### src/rtl/hazard_unit.sv
// hazard_unit: load-use hazard detection for the 5-stage ARMv8 pipeline.
// Detects a load in ID/EX whose destination feeds a source of the ID-stage
// instruction, and stalls PC/IF-ID while injecting a bubble into ID/EX.
// Ports:
//   clk, rst_n   - clock (rising edge), asynchronous active-low reset
//   Rn, Rm       - ID-stage source register indices
//   Rd, MemRead  - ID/EX destination register index and load flag
//   Stall        - combinational hazard flag (zero latency)
//   PCWrite      - PC write enable (NOT Stall)
//   IFIDWrite    - IF/ID write enable (NOT Stall)
//   CtrlBubble   - zero ID/EX control bits (equals Stall)
//   StallQ       - Stall delayed by one clock
//   StallCount   - saturating count of stalled cycles since reset
module hazard_unit #(
    parameter int unsigned XZR_INDEX = 31,
    parameter int unsigned CNT_WIDTH = 16
) (
    input  logic                 clk,
    input  logic                 rst_n,
    input  logic [4:0]           Rn,
    input  logic [4:0]           Rm,
    input  logic [4:0]           Rd,
    input  logic                 MemRead,
    output logic                 Stall,
    output logic                 PCWrite,
    output logic                 IFIDWrite,
    output logic                 CtrlBubble,
    output logic                 StallQ,
    output logic [CNT_WIDTH-1:0] StallCount
);

    localparam int unsigned REG_W = 5;
    localparam logic [REG_W-1:0] XZR = REG_W'(XZR_INDEX);
    localparam logic [CNT_WIDTH-1:0] CNT_MAX = '1;

    logic src_match;

    // XZR always reads as zero, so a load targeting it never creates a dependency
    always_comb begin
        src_match = (Rd == Rn) || (Rd == Rm);
        Stall     = MemRead && (Rd != XZR) && src_match;
    end

    assign PCWrite    = ~Stall;
    assign IFIDWrite  = ~Stall;
    assign CtrlBubble = Stall;

    // Debug/performance state: delayed stall flag and saturating stall counter
    always_ff @(posedge clk or negedge rst_n) begin
        if (!rst_n) begin
            StallQ     <= 1'b0;
            StallCount <= '0;
        end else begin
            StallQ <= Stall;
            if (Stall && (StallCount != CNT_MAX)) begin
                StallCount <= StallCount + CNT_WIDTH'(1);
            end
        end
    end

endmodule

### config.mk
export PLATFORM = sky130hd
export DESIGN_NAME = hazard_unit
export DESIGN_NICKNAME = d
export VERILOG_FILES = /design/src/rtl/hazard_unit.sv
export SDC_FILE = /design/constraint.sdc
export NUM_CORES = 1
export LEC_CHECK = 0
export BUFFER_PORTS_ARGS = -buffer_cell sky130_fd_sc_hd__buf_2
export CAP_MARGIN = 15
export CORE_ASPECT_RATIO = 1.4
export CORE_MARGIN = 2
export CORE_UTILIZATION = 35
export CTS_CLUSTER_DIAMETER = 40
export DETAILED_ROUTE_END_ITERATION = 8
export PLACE_DENSITY_LB_ADDON = 0.05
export REMOVE_ABC_BUFFERS = 1
export SYNTH_ARGS = -nofsm -noshare
export SYNTH_HDL_FRONTEND = slang
export SYNTH_SLANG_ARGS = --single-unit
### constraint.sdc
create_clock -name clk -period 3.6 [get_ports clk]
set_clock_uncertainty 0.1 [all_clocks]
set_input_delay 0.72 -clock clk [delete_from_list [all_inputs] [get_ports clk]]
set_output_delay 0.72 -clock clk [all_outputs]
set_load 0.1 [all_outputs]
Word-level counts from Yosys, hierarchy flattened. Cells that the tools add are included.

Flip-flop bits (word level): 17. Bits of input ports: 18. Logic and storage cells: 12.

Add/subtract/negate cells: 1. Equality and inequality tests: 4. Bitwise logic cells: 1. Reductions and logical operators: 4.

Operator list (number): adder 16 x 1 -> 16 bit (second input constant) (1); inequality test 16 bit (second input constant) (1); equality test 5 bit (2); inequality test 5 bit (second input constant) (1); logical AND 1 bit (3); logical OR 1 bit (1); NOT 1 bit (1).

Depth between registers and ports, before layout.
Depth after elaboration: 4. Mapped depth: 7. Mapped depth without buffers: 6.

Worst setup path after synthesis. Ideal clock, no wire load.

Path type: input-to-output. Start point: input port Rd[4]. End point: output port Stall. Arrival time: 3.218 ns. Data required time: 2.780 ns. Setup slack: -0.438 ns. Stages on the path: 6. Buffers on the path: 1. Cell sequence: xnor2_1 nand3_1 o22ai_2 nand2_1 inv_1 buf_4.

Word-level cells in the longest chain between the ends: 3. Elaborated cells between the ends (all ways): 6. Classes of those cells: 3 x eq/ne; 3 x reduce/logical.

RTL lines: from (decl) (RTL line 22) `input logic [4:0] Rd,`; inequality test 5 bit / equality test 5 bit (equally long branches) (RTL line 41, 40); logical AND 1 bit / logical OR 1 bit (equally long branches) (RTL line 41, 40); logical AND 1 bit * (RTL line 41) `Stall = MemRead && (Rd != XZR) && src_match;`; to (decl) (RTL line 24) `output logic Stall,`.

Mark *: on every way between the ends. The rest lies on a longest branch, timed or not.

Worst setup path after layout. Same ends and word-level chain as after synthesis.

==> out/results.ini <==
[run_status]
outcome=finished clean

[min_path]
worstHoldPathType=in2async

[place]
gp_congestion=0.687
hpwl_um=1710
dp_slack_ns=0.778
placed_cell_area_sq_um=1230
portBuffers=38

[critical_path]
cp_slowest_cell=buf_2
critPathMostFrequentCell=buf_2
cp_top_family=buffers and inverters
cp-start-kind=input pin
crit_buf_inv=3
end_kind=output port
path_cells=buf_2 > xnor2_1 > nand3_1 > o22ai_2 > nand2_1 > inv_1 > buf_2
crit_type=in2out
cp_data_arrival_time_ns=1.99
critical_path.max_fanout=4
max_stage_delay_ns=0.43
cp.required_ns=2.78

[synth]
synth_cells=101
ys_seq_area_frac=0.415
yosys_warnings=0
ys_types=24
ys_ff_latch=17
synth_area_per_cell_sq_um=10.2
syn_area_sq_um=1030

[grt]
grt_usage=0.147
grt_pass1_wl_um=3700
gr-total-overflow=0
busiest_layer=met2
first_global_vias=850
grt_antenna_before_repair=0
gr-usage-met1=0.167
grt_max_degree=18
grt.met2_usage=0.263
met3_usage=0.0284

[floorplan]
initial_core_util=0.364
core_sq_um=2820
fp.dieH_um=68.1
pin_count=39
die-area_sq_um=3390
num_rows=23
die_w_um=49.8

[route]
drcViolationCount=0
ant_nets=0
drt-initial-drc-count=11
post_drt_via_cell_ratio=4.95
firstDrtPassIters=2
avgRoutedWirePerCell_um=13.0
vias=877
routed_wl_um=2300

[sta]
relSlewSlack=0.575
finalHoldViolCount=0
fmax_mhz=356
setup_violations=0
fin_setup_tns_ns=0
fin_crit_ns=2.81
finalWorstSetupSlack_ns=0.792
worst_pin_slew_ns=0.632
rsz0062_at_grt=false
post-route-period-util=0.780
final_max_slew_viol_count=0

[finish]
postLayoutCellArea_sq_um=1280
diodes=0
fill_cells=324
nets=160
drive_gt1_frac=0.386
area_growth_pct=24.6

[cts]
clkLatencyLatePin_ns=0.25
clk_pin_slew_ns=0.07
clock_sinks=17
htreeDepth=1
post_cts_resized=0
cts_setup_buffers=0
numCtsBuffers=3
cts_root_buf=clkbuf_8
clock_path_buffers=2
cts_hold_buffers=0
cts_tree=yes

[pwr]
power_mw=0.599
power_leakage_nw=0.598
peakVddDrop_mv=0.700
p_per_area_nw_per_um2=468

[flow_run]
drv_cap=0

-- through the flow --
stage                     instances  utilization  hold slack [ns]
after floorplan                  97            -            0.324
after global placement          173        0.437            0.398
after detailed placement        173        0.437            0.404
after CTS                       177        0.453            0.296
after global routing            177        0.453            0.313
final                           177        0.453            0.285
-- per-layer routing --
layer	share of wire	routed length [um]
met5	0	0
met4	0.017	40
met3	0.051	117
met2	0.50	1150
met1	0.43	990
-- cells by family after synthesis --
logic type / after synthesis / share of synthesized area
DFF: 17 / 0.415
adders and majority gates: 1 / 0.0122
AOI/OAI and AO/OA: 6 / 0.0512
and+or+nand+nor: 45 / 0.257
muxes: 2 / 0.0207
buffers and inverters: 7 / 0.0476
xor gates and xnor gates: 23 / 0.196
-- registers in the layout, indices dropped and copies added (netlist names) --
signal,count
StallQ,1
StallCount,16
-- synth_stat cells (all sizes together) --
| library cell | number | share of area |
|---|---|---|
| nand4 | 5 | 0.030 |
| o21a | 1 | 0.0073 |
| a21boi | 1 | 0.011 |
| nand3b | 2 | 0.015 |
| nand2 | 9 | 0.033 |
| buf | 4 | 0.037 |
| inv | 3 | 0.011 |
| nor3 | 2 | 0.0098 |
| o22ai | 1 | 0.012 |
| ha | 1 | 0.012 |
| mux2i | 1 | 0.0098 |
| and3 | 4 | 0.028 |
| mux2 | 1 | 0.011 |
| o2111ai | 1 | 0.0085 |
| nand3 | 15 | 0.093 |
| a31oi | 2 | 0.012 |
| nor2b | 1 | 0.0061 |
| nor2 | 6 | 0.022 |
| dfrtp | 17 | 0.41 |
| xnor2 | 23 | 0.20 |
| nor4 | 1 | 0.021 |
-- power by group --
part	total, mW	switching, mW	internal, mW
sequential	0.228	0.0201	0.208
clock	0.145	0.0685	0.0769
combinational	0.226	0.178	0.0475
-- area by class of cell --
class | count | area, sq um | share of cell area
Sequential cell | 17 | 425 | 0.333
Multi-Input combinational cell | 77 | 552 | 0.432
Clock inverter | 1 | 5.00 | 0.00391
Inverter | 3 | 11.3 | 0.00881
Timing Repair Buffer | 39 | 198 | 0.155
Clock buffer | 3 | 41.3 | 0.0323
Tap cell | 37 | 46.3 | 0.0362
-- worst paths after layout --
path	start	to	slack, ns	cells after the start
hold / removal	rst_n	StallCount[4]	0.28	1
hold reg to reg	StallCount[9]	StallCount[9]	0.41	1
max in group asynchronous	rst_n	StallCount[10]	2.83	1
setup reg to reg	StallCount[0]	StallCount[1]	1.52	6
setup / recovery	Rd[4]	Stall	0.79	7
min in group clk	StallCount[9]	StallCount[9]	0.41	1
-- layout by cell type, fill, tap and decap left out, drive strengths merged --
| cell | Yosys | routed |
|---|---|---|
| a21boi | 1 | 1 |
| a31oi | 2 | 2 |
| and3 | 4 | 4 |
| buf | 4 | 39 |
| clkbuf | 0 | 3 |
| clkinv | 0 | 1 |
| dfrtp | 17 | 17 |
| ha | 1 | 1 |
| inv | 3 | 3 |
| mux2 | 1 | 1 |
| mux2i | 1 | 1 |
| nand2 | 9 | 9 |
| nand3 | 15 | 15 |
| nand3b | 2 | 2 |
| nand4 | 5 | 5 |
| nor2 | 6 | 6 |
| nor2b | 1 | 1 |
| nor3 | 2 | 2 |
| nor4 | 1 | 1 |
| o2111ai | 1 | 1 |
| o21a | 1 | 1 |
| o22ai | 1 | 1 |
| xnor2 | 23 | 23 |
Power figures use the tool's default switching activity.
